## src/rtl/popcount_inv_enum_int8.sv

```systemverilog
// Enumerates every 8-bit word with popcount K in increasing order, one per
// valid/ready handshake, framed by last/done; out-of-range K pulses err.
module popcount_inv_enum_int8 #(
  parameter int WIDTH     = 8,
  parameter int IMPL_TYPE = 0
) (
  input  logic             clk,
  input  logic             rst_n,
  input  logic             start,
  input  logic [3:0]       K,
  input  logic             abort,
  output logic             busy,
  output logic             valid,
  input  logic             ready,
  output logic [WIDTH-1:0] Y,
  output logic [6:0]       idx,
  output logic             last,
  output logic             done,
  output logic             err
);

  localparam logic [3:0] KMAX = 4'(WIDTH);

  typedef enum logic {IDLE, EMIT} state_t;

  state_t             state_q, state_d;
  logic [WIDTH-1:0]   y_q, y_d;
  logic [6:0]         idx_q, idx_d, idx_inc;
  logic [3:0]         k_q, k_d;
  logic               done_q, done_d;
  logic               err_q, err_d;
  logic               last_w;

  // k ones packed into the LSBs: the first word of an enumeration
  function automatic logic [WIDTH-1:0] low_mask(input logic [3:0] k);
    logic [WIDTH-1:0] m;
    for (int i = 0; i < WIDTH; i++) m[i] = (i < int'(k));
    return m;
  endfunction

  // k ones packed into the MSBs: the final word of an enumeration
  function automatic logic [WIDTH-1:0] high_mask(input logic [3:0] k);
    logic [WIDTH-1:0] m;
    for (int i = 0; i < WIDTH; i++) m[i] = (i >= WIDTH - int'(k));
    return m;
  endfunction

  // Next larger word of equal popcount; result is unused once y is the last word
  function automatic logic [WIDTH-1:0] gosper_next(input logic [WIDTH-1:0] y);
    logic [WIDTH-1:0] c, r, ones;
    int               tz;
    c  = y & (~y + {{(WIDTH-1){1'b0}}, 1'b1});
    r  = y + c;
    tz = 0;
    for (int i = WIDTH - 1; i >= 0; i--) if (c[i]) tz = i;
    ones = ((r ^ y) >> 2) >> tz;
    return ones | r;
  endfunction

  generate
    if (IMPL_TYPE == 0) begin : g_inc_add
      assign idx_inc = idx_q + 7'd1;
    end else begin : g_inc_sub
      // modular subtract of 127 is the same +1 in 7 bits
      assign idx_inc = idx_q - 7'h7F;
    end
  endgenerate

  assign last_w = (state_q == EMIT) && (y_q == high_mask(k_q));

  always_comb begin
    state_d = state_q;
    y_d     = y_q;
    idx_d   = idx_q;
    k_d     = k_q;
    done_d  = 1'b0;
    err_d   = 1'b0;
    case (state_q)
      IDLE: begin
        if (start) begin
          if (K > KMAX) begin
            err_d = 1'b1;
          end else begin
            state_d = EMIT;
            k_d     = K;
            y_d     = low_mask(K);
            idx_d   = 7'd0;
          end
        end
      end
      EMIT: begin
        // abort beats any coincident handshake: no successor, no done
        if (abort) begin
          state_d = IDLE;
        end else if (ready) begin
          if (last_w) begin
            state_d = IDLE;
            done_d  = 1'b1;
          end else begin
            y_d   = gosper_next(y_q);
            idx_d = idx_inc;
          end
        end
      end
      default: state_d = IDLE;
    endcase
  end

  always_ff @(posedge clk or negedge rst_n) begin
    if (!rst_n) begin
      state_q <= IDLE;
      y_q     <= '0;
      idx_q   <= '0;
      k_q     <= '0;
      done_q  <= 1'b0;
      err_q   <= 1'b0;
    end else begin
      state_q <= state_d;
      y_q     <= y_d;
      idx_q   <= idx_d;
      k_q     <= k_d;
      done_q  <= done_d;
      err_q   <= err_d;
    end
  end

  assign busy  = (state_q == EMIT);
  assign valid = (state_q == EMIT);
  assign Y     = y_q;
  assign idx   = idx_q;
  assign last  = last_w;
  assign done  = done_q;
  assign err   = err_q;

endmodule

```

## config.mk

```make
export PLATFORM = sky130hd
export DESIGN_NAME = popcount_inv_enum_int8
export DESIGN_NICKNAME = d
export VERILOG_FILES = /design/src/rtl/popcount_inv_enum_int8.sv
export SDC_FILE = /design/constraint.sdc
export NUM_CORES = 1
export LEC_CHECK = 0
export ABC_CLOCK_PERIOD_IN_PS = 4000
export CAP_MARGIN = 10
export CORE_MARGIN = 10
export CORE_UTILIZATION = 30
export DETAILED_ROUTE_END_ITERATION = 10
export HOLD_SLACK_MARGIN = 0.03
export SETUP_SLACK_MARGIN = 0.2
export SLEW_MARGIN = 20
export SYNTH_ARGS = -nofsm -noshare
export SYNTH_HDL_FRONTEND = slang
export SYNTH_SLANG_ARGS = --single-unit
```

## constraint.sdc

```tcl
create_clock -name clk -period 4 [get_ports clk]
set_input_delay 0.4 -clock clk [delete_from_list [all_inputs] [get_ports clk]]
set_output_delay 0.4 -clock clk [all_outputs]
set_load 0.005 [all_outputs]
```

==> qor.tcl, run 1 <==
set qor(status) {finished, final reports clean}
set qor(post_synth.cell_area_avg_um2) 8.18
set qor(globalRouteTotalUtil_pct) 11.0
set qor(layout.cells.most_common) {sky130_fd_sc_hd__clkdlybuf4s50_1}
set qor(power_density_nw_per_um2) 612
set qor(cellLeakagePower_uw) 0.000998
set qor(detailroute.via_count) 1983
set qor(gp_congestion) 0.904
set qor(period_share_pct) 84.5
set qor(sum_of_negative_setup_slack_ns) 0
set qor(power.switching_fraction_pct) 46.9
set qor(place_area_um2) 2450
set qor(distinct_cell_type_count_of_the_synthesized_netlist) 63
set qor(remaining_drc_errors) 0
set qor(layout_area_overhead_pct) 20.8
set qor(synth-edff-count) 0
set qor(crit_path_frequent_cell) {sky130_fd_sc_hd__and2_1}
set qor(placement.io_buffers) 28
set qor(vdd_drop_max_v) 0.000250
set qor(total_switching_power_uw) 731
set qor(worst_slew_margin_rel_pct) 44.1
set qor(crit_path_start_kind) {flop}
set qor(synth_seq_cells) 22
set qor(end_of_the_worst_register_to_register_path) {Y[1]}
set qor(worst_path_dominant_cell_family) {simple AND/OR/NAND/NOR gates}
set qor(critPathArrivalTime_ns) 2.98
set qor(ff2ff_path_depth) 12
set qor(pin_count_of_the_biggest_net_entering_global_routing) 23
set qor(synth-main-ff-cell) {sky130_fd_sc_hd__dfrtp_1}
set qor(crit_path_cell_trace) {inv_1, ha_1, nor4bb_1, and2_1, or4_1, a211o_1, a2111oi_4, and3_4, and2_1, dlymetal6s2s_1}
set qor(maxSlewViolCount) 0
set qor(r2r_start) {k_q[0]}
set qor(rsz0062_at_grt) {no}
set qor(synth_fp_nets) 271
set qor(worst_path_largest_cell_delay_ns) 0.50
set qor(cts-buffers-inserted) 3
set qor(timing.hold.worst.class) {in -> async}
set qor(dp_hpwl_um) 4490
set qor(finish.net_count) 295
set qor(gr-total-overflow) 0
set qor(power.share.combinational_pct) 63.2
set qor(commonest_cells_after_routing_fill_and_taps_aside) {26 x sky130_fd_sc_hd__clkdlybuf4s50_1, 23 x sky130_fd_sc_hd__nor2_1, 22 x sky130_fd_sc_hd__o21ai_0}
set qor(insertedDiodeCount) 0
set qor(ctsHoldBuffers) 0
set qor(critPathSlowestCell) {sky130_fd_sc_hd__or4_1}
set qor(row_count) 30
set qor(drt-pass1-iter-count) 5
set qor(tritoncts) {done}
set qor(worst-path-max-fanout) 4
set qor(r2r_slack_ns) 0.75
set qor(mappedNetlistArea_um2) 2110
set qor(coreArea_um2) 6830
set qor(grt_first_pass_wirelength_um) 10300
set qor(io_pins) 29
set qor(initial_standard_cell_utilization_of_the_core_pct) 30.9
set qor(end_kind) {primary output}
set qor(finalCoreUtilization_pct) 37.3
set qor(worst_slew_pin_slew_ns) 0.838
set qor(cp.buffers_inverters) 2
set qor(synth_sequential_area_ratio_pct) 26.1
set qor(worst_skew_pair.late_latency_ns) 0.26
set qor(clkSlewWorstSetupHoldPaths_ns) 0.08
set qor(stdcell_area_um2) 2550
set qor(final_period_minus_worst_setup_slack_ns) 3.38
set qor(share_clk_of_total_power_pct) 8.6
set qor(netlist.area_leader.share_pct) 26.1
set qor(seqPwrFrac_pct) 28.3
set qor(drt_wl_total_um) 5990
set qor(die_area_um2) 10800
set qor(synth_top_cell_by_area) {sky130_fd_sc_hd__dfrtp_1}
set qor(post_synth_inst_count) 258
set qor(yosysWarnings) 0
set qor(drv_cap) 0
set qor(timing.final.setup_violations) 0
set qor(total_clock_sinks) 22
set qor(antenna_found_initial) 0
set qor(final_hold_fails) 0
set qor(route.antenna.remaining_nets) 0
set qor(critical_path_required_ns) 3.60
set qor(die_w_um) 104
set qor(drt_iter0_markers) 135
set qor(drive_gt1_share_pct) 12.5
set qor(synthArstFlopShare_pct) 100
set qor(die_height_um) 104
set qor(worst_clock_skew_ns) 0.00543
set qor(critPathKind) {reg -> out}
set qor(p_int_uw) 827
set qor(viasPerCell) 5.27
set qor(cts_root_buf) {sky130_fd_sc_hd__clkbuf_8}
set qor(routedWlPerCell_um) 15.9
set qor(cts.htree.levels) 1
set qor(number_of_global_route_vias_before_repair) 1982
set qor(yosys-top-cells-area) {sky130_fd_sc_hd__dfrtp_1 26%, sky130_fd_sc_hd__mux2i_1 5.7%, sky130_fd_sc_hd__o21ai_0 5.2%}
set qor(clock_path_buffers) 2
set qor(max_freq_ghz) 0.296
-- how the worst max path moves through the flow --
stage / start / end / slack, ns / cells after the start
3_3_place_gp: k_q[0] / last / 0.40 / 10
4_1_cts: k_q[0] / last / 0.25 / 11
5_1_grt: k_q[0] / last / 0.48 / 10
6_report: k_q[0] / last / 0.62 / 10
2_1_floorplan: k_q[0] / Y[1] / 0.82 / 14
3_5_place_dp: k_q[0] / last / 0.34 / 12
-- routing by layer --
metal  vias up  routed length (um)  part of all wire (%)  global-route usage [%]
met5         -                   0                     0                       0
met4         0                  13                  0.22                    1.99
met3         2                 393                   6.6                    2.60
met2        53                2700                    45                    17.4
met1       924                2880                    48                    15.0
li1       1004                   -                     -                       -
-- flip-flops by register name (all words and copies together) (netlist names) --
name	cells
Y	8
busy	1
k_q	4
err	1
done	1
idx	7
-- logic make-up after synthesis --
family                     after synthesis  synth area share (%)
adders and majority gates                4                  2.37
DFF                                     22                  26.1
and+or+nand+nor                        100                  25.1
muxes                                   18                  9.43
AOI/OAI and AO/OA                       79                  26.9
buffers and inverters                   28                  6.23
xor gates and xnor gates                 7                  3.80
-- Yosys cell counts, types with 3 or more instances --
| library cell | count |
|---|---|
| sky130_fd_sc_hd__nand3_1 | 14 |
| sky130_fd_sc_hd__nor4_1 | 3 |
| sky130_fd_sc_hd__a21oi_1 | 11 |
| sky130_fd_sc_hd__a211oi_1 | 4 |
| sky130_fd_sc_hd__nand2_1 | 18 |
| sky130_fd_sc_hd__dfrtp_1 | 22 |
| sky130_fd_sc_hd__xnor2_1 | 5 |
| sky130_fd_sc_hd__mux2_2 | 3 |
| sky130_fd_sc_hd__o31ai_1 | 4 |
| sky130_fd_sc_hd__o21ai_0 | 22 |
| sky130_fd_sc_hd__a21o_1 | 4 |
| sky130_fd_sc_hd__or3_1 | 5 |
| sky130_fd_sc_hd__ha_1 | 4 |
| sky130_fd_sc_hd__mux2i_1 | 12 |
| sky130_fd_sc_hd__inv_1 | 9 |
| sky130_fd_sc_hd__clkbuf_1 | 12 |
| sky130_fd_sc_hd__nor2_1 | 23 |
| sky130_fd_sc_hd__and2_1 | 4 |
| sky130_fd_sc_hd__mux2_4 | 3 |
| sky130_fd_sc_hd__a31oi_1 | 6 |
| sky130_fd_sc_hd__buf_2 | 3 |
| sky130_fd_sc_hd__nor2b_1 | 6 |
| sky130_fd_sc_hd__nand2b_1 | 9 |
-- area by class of cell --
cell class                      count  area (um2)
Fill cell                         743        4280
Multi-Input combinational cell    208        1450
Sequential cell                    22         553
Timing Repair Buffer               38         353
Tap cell                           96         120
Clock buffer                        3        41.3
Inverter                            9        33.8
-- timing repair --
| item | in CTS | in global routing |
|---|---|---|
| endpoints found under the setup margin | 1 | 1 |
| pin swaps | 1 | 3 |
| buffers inserted | 2 | 3 |
| gates resized for setup | 2 | 4 |
-- through the flow --
stage	hold WS, ns	power (uW)	setup slack, ns	std cells
final	0.103	1560	0.618	376
after CTS	0.572	1520	0.246	373
after global placement	0.543	1370	0.401	368
after detailed placement	0.558	1370	0.344	368
after global routing	0.125	1700	0.477	376
after floorplan	0.104	1080	0.820	258
-- worst reg2reg max path, cell delays in order, from the launching register on --
cell and delay, ns:
sky130_fd_sc_hd__dfrtp_2 0.41, sky130_fd_sc_hd__inv_1 0.11, sky130_fd_sc_hd__ha_1 0.20, sky130_fd_sc_hd__nor2b_2 0.18, sky130_fd_sc_hd__and3_4 0.23, sky130_fd_sc_hd__ha_1 0.29, sky130_fd_sc_hd__xnor2_4 0.22, sky130_fd_sc_hd__mux2i_1 0.32
sky130_fd_sc_hd__a2111oi_4 0.12, sky130_fd_sc_hd__and3_4 0.21, sky130_fd_sc_hd__buf_4 0.16, sky130_fd_sc_hd__o21ai_4 0.37, sky130_fd_sc_hd__mux2_4 0.34
-- power groups by stage --
| stage | sequential, uW | combinational [uW] | clock, uW |
|---|---|---|---|
| after CTS | 439 | 943 | 140 |
| final | 440 | 985 | 133 |
| after global routing | 456 | 1100 | 150 |
| after floorplan | 350 | 728 | 0 |
| after detailed placement | 450 | 922 | 0 |
| after global placement | 449 | 923 | 0 |
(Power assumes the default switching activity.)
==> inputs of run 2 (changes only) <==
--- a/config.mk
+++ b/config.mk
@@ -5,7 +5,7 @@
 export SDC_FILE = /design/constraint.sdc
 export NUM_CORES = 1
 export LEC_CHECK = 0
-export ABC_CLOCK_PERIOD_IN_PS = 4000
+export ABC_CLOCK_PERIOD_IN_PS = 2900
 export CAP_MARGIN = 10
 export CORE_MARGIN = 10
 export CORE_UTILIZATION = 30
==> constraint.sdc (replaced) <==
create_clock -name clk -period 2.9 [get_ports clk]
set_input_delay 0.29 -clock clk [delete_from_list [all_inputs] [get_ports clk]]
set_output_delay 0.29 -clock clk [all_outputs]
set_load 0.005 [all_outputs]
==> qor.tcl, run 2 (synthesized netlist as in run 1, its figures left out) <==
set qor(layout.cells.most_common) {sky130_fd_sc_hd__buf_4}
set qor(timing.final.setup_violations) 9
set qor(drt_wl_total_um) 6420
set qor(finish.net_count) 332
set qor(initial_standard_cell_utilization_of_the_core_pct) 30.9
set qor(io_pins) 29
set qor(worst_skew_pair.late_latency_ns) 0.27
set qor(rsz0062_at_grt) {yes}
set qor(power_density_nw_per_um2) 833
set qor(drv_cap) 0
set qor(clock_path_buffers) 2
set qor(routedWlPerCell_um) 15.5
set qor(total_clock_sinks) 22
set qor(vdd_drop_max_v) 0.000318
set qor(cts-buffers-inserted) 3
set qor(tritoncts) {done}
set qor(die_area_um2) 10800
set qor(drt-pass1-iter-count) 4
set qor(drt_iter0_markers) 111
set qor(number_of_global_route_vias_before_repair) 2188
set qor(violated_checks) {setup timing}
set qor(globalRouteTotalUtil_pct) 11.7
set qor(max_freq_ghz) 0.323
set qor(final-instance-count-excl-fill) 414
set qor(antenna_found_initial) 0
set qor(dpl.cell_count) 404
set qor(placement.io_buffers) 28
set qor(r2r_slack_ns) -0.17
set qor(ctsHoldBuffers) 0
set qor(route.antenna.remaining_nets) 0
set qor(final-seq-area_um2) 551
set qor(final_hold_fails) 0
set qor(viasPerCell) 5.34
set qor(cellLeakagePower_uw) 0.00119
set qor(die_height_um) 104
set qor(worst_slew_pin_slew_ns) 0.588
set qor(cts_root_buf) {sky130_fd_sc_hd__clkbuf_8}
set qor(status) {finished, violations left}
set qor(finalCoreUtilization_pct) 43.1
set qor(layout_area_overhead_pct) 39.6
set qor(finalWorstSetupSlack_ns) -0.192
set qor(critical_path_required_ns) 2.61
set qor(drive_gt1_share_pct) 26.7
set qor(worst_clock_skew_ns) 0.00201
set qor(largest_register_ff_count) 8
set qor(insertedDiodeCount) 0
set qor(period_share_pct) 107
set qor(coreArea_um2) 6830
set qor(row_count) 30
set qor(end_kind) {primary output}
set qor(gr-total-overflow) 0
set qor(grt_first_pass_wirelength_um) 10900
set qor(critPathKind) {reg -> out}
set qor(die_w_um) 104
set qor(timing.hold.worst.class) {in -> async}
set qor(dp_hpwl_um) 4820
set qor(end_of_the_worst_register_to_register_path) {Y[2]}
set qor(gp_congestion) 0.923
set qor(worst-path-max-fanout) 10
set qor(final_period_minus_worst_setup_slack_ns) 3.09
set qor(cts.htree.levels) 1
set qor(worst_slew_margin_rel_pct) 60.8
set qor(commonest_cells_after_routing_fill_and_taps_aside) {43 x sky130_fd_sc_hd__buf_4, 27 x sky130_fd_sc_hd__clkdlybuf4s50_1, 22 x sky130_fd_sc_hd__dfrtp_1, 22 x sky130_fd_sc_hd__nor2_1, 21 x sky130_fd_sc_hd__o21ai_0}
set qor(p_total_uw) 2450
set qor(clkSlewWorstSetupHoldPaths_ns) 0.08
set qor(critPathArrivalTime_ns) 2.80
set qor(pin_count_of_the_biggest_net_entering_global_routing) 23
set qor(remaining_drc_errors) 0
set qor(maxSlewViolCount) 0
set qor(fill_cells) 707
set qor(r2r_start) {k_q[0]}
set qor(ff2ff_path_depth) 12
set qor(multi_input_comb_area_um2) 1540
set qor(detailroute.via_count) 2209
set qor(crit_path_start_kind) {flop}
set qor(sum_of_negative_setup_slack_ns) -1.17
-- run 2: metal layers --
layer | vias to the layer above | global-route usage, % | wire length, um
met5 | - | 0 | 0
met4 | 0 | 2.29 | 60
met3 | 7 | 3.04 | 479
met2 | 76 | 19.2 | 2950
met1 | 1044 | 15.0 | 2930
li1 | 1082 | - | -
-- run 2: cell type report --
cell class	count	area share (%)
multi-input combinational	208	52.3
timing repair buffer	75	21.8
tap	96	4.08
inverter	9	1.23
sequential	22	18.7
clock buffer	4	1.87
-- run 2: worst max path at each step --
stage	from	endpoint	slack, ns	cells after the start
floorplan	k_q[0]	Y[1]	0.01	14
global placement	k_q[0]	last	-0.27	10
detailed placement	k_q[0]	last	-0.30	10
CTS	k_q[0]	last	-0.27	10
global route	k_q[0]	last	-0.32	10
finish	k_q[0]	last	-0.19	10
-- run 2: stage by stage --
stage	area, um2	setup slack (ns)	hold WS, ns
after global placement	2760	-0.270	0.539
final	2940	-0.192	0.368
after global routing	2940	-0.321	0.386
after floorplan	2150	0.0120	-0.00559
after CTS	2890	-0.274	0.374
after detailed placement	2760	-0.298	0.534
-- run 2: worst max-delay path: stages (launching register included) --
cell and delay, ns:
sky130_fd_sc_hd__dfrtp_1 0.41, sky130_fd_sc_hd__buf_4 0.18, sky130_fd_sc_hd__or3_1 0.33, sky130_fd_sc_hd__and3_4 0.20, sky130_fd_sc_hd__ha_4 0.25, sky130_fd_sc_hd__xnor2_4 0.17
sky130_fd_sc_hd__mux2i_1 0.12, sky130_fd_sc_hd__a2111oi_2 0.38, sky130_fd_sc_hd__and3_1 0.25, sky130_fd_sc_hd__and2_1 0.12, sky130_fd_sc_hd__buf_2 0.12
-- run 2: power by group --
group          internal, uW  switching, uW  total, uW  leakage (uW)
sequential              386            122        508      0.000269
combinational           855            862       1720      0.000888
clock                   121            106        227     0.0000288
-- run 2: what timing repair did --
action / in CTS / in global routing
gates resized for setup: 16 / 8
hold endpoints to repair: 0 / 0
setup endpoints to repair: 16 / 18
pin swaps: 10 / 8
setup buffers: 3 / 3
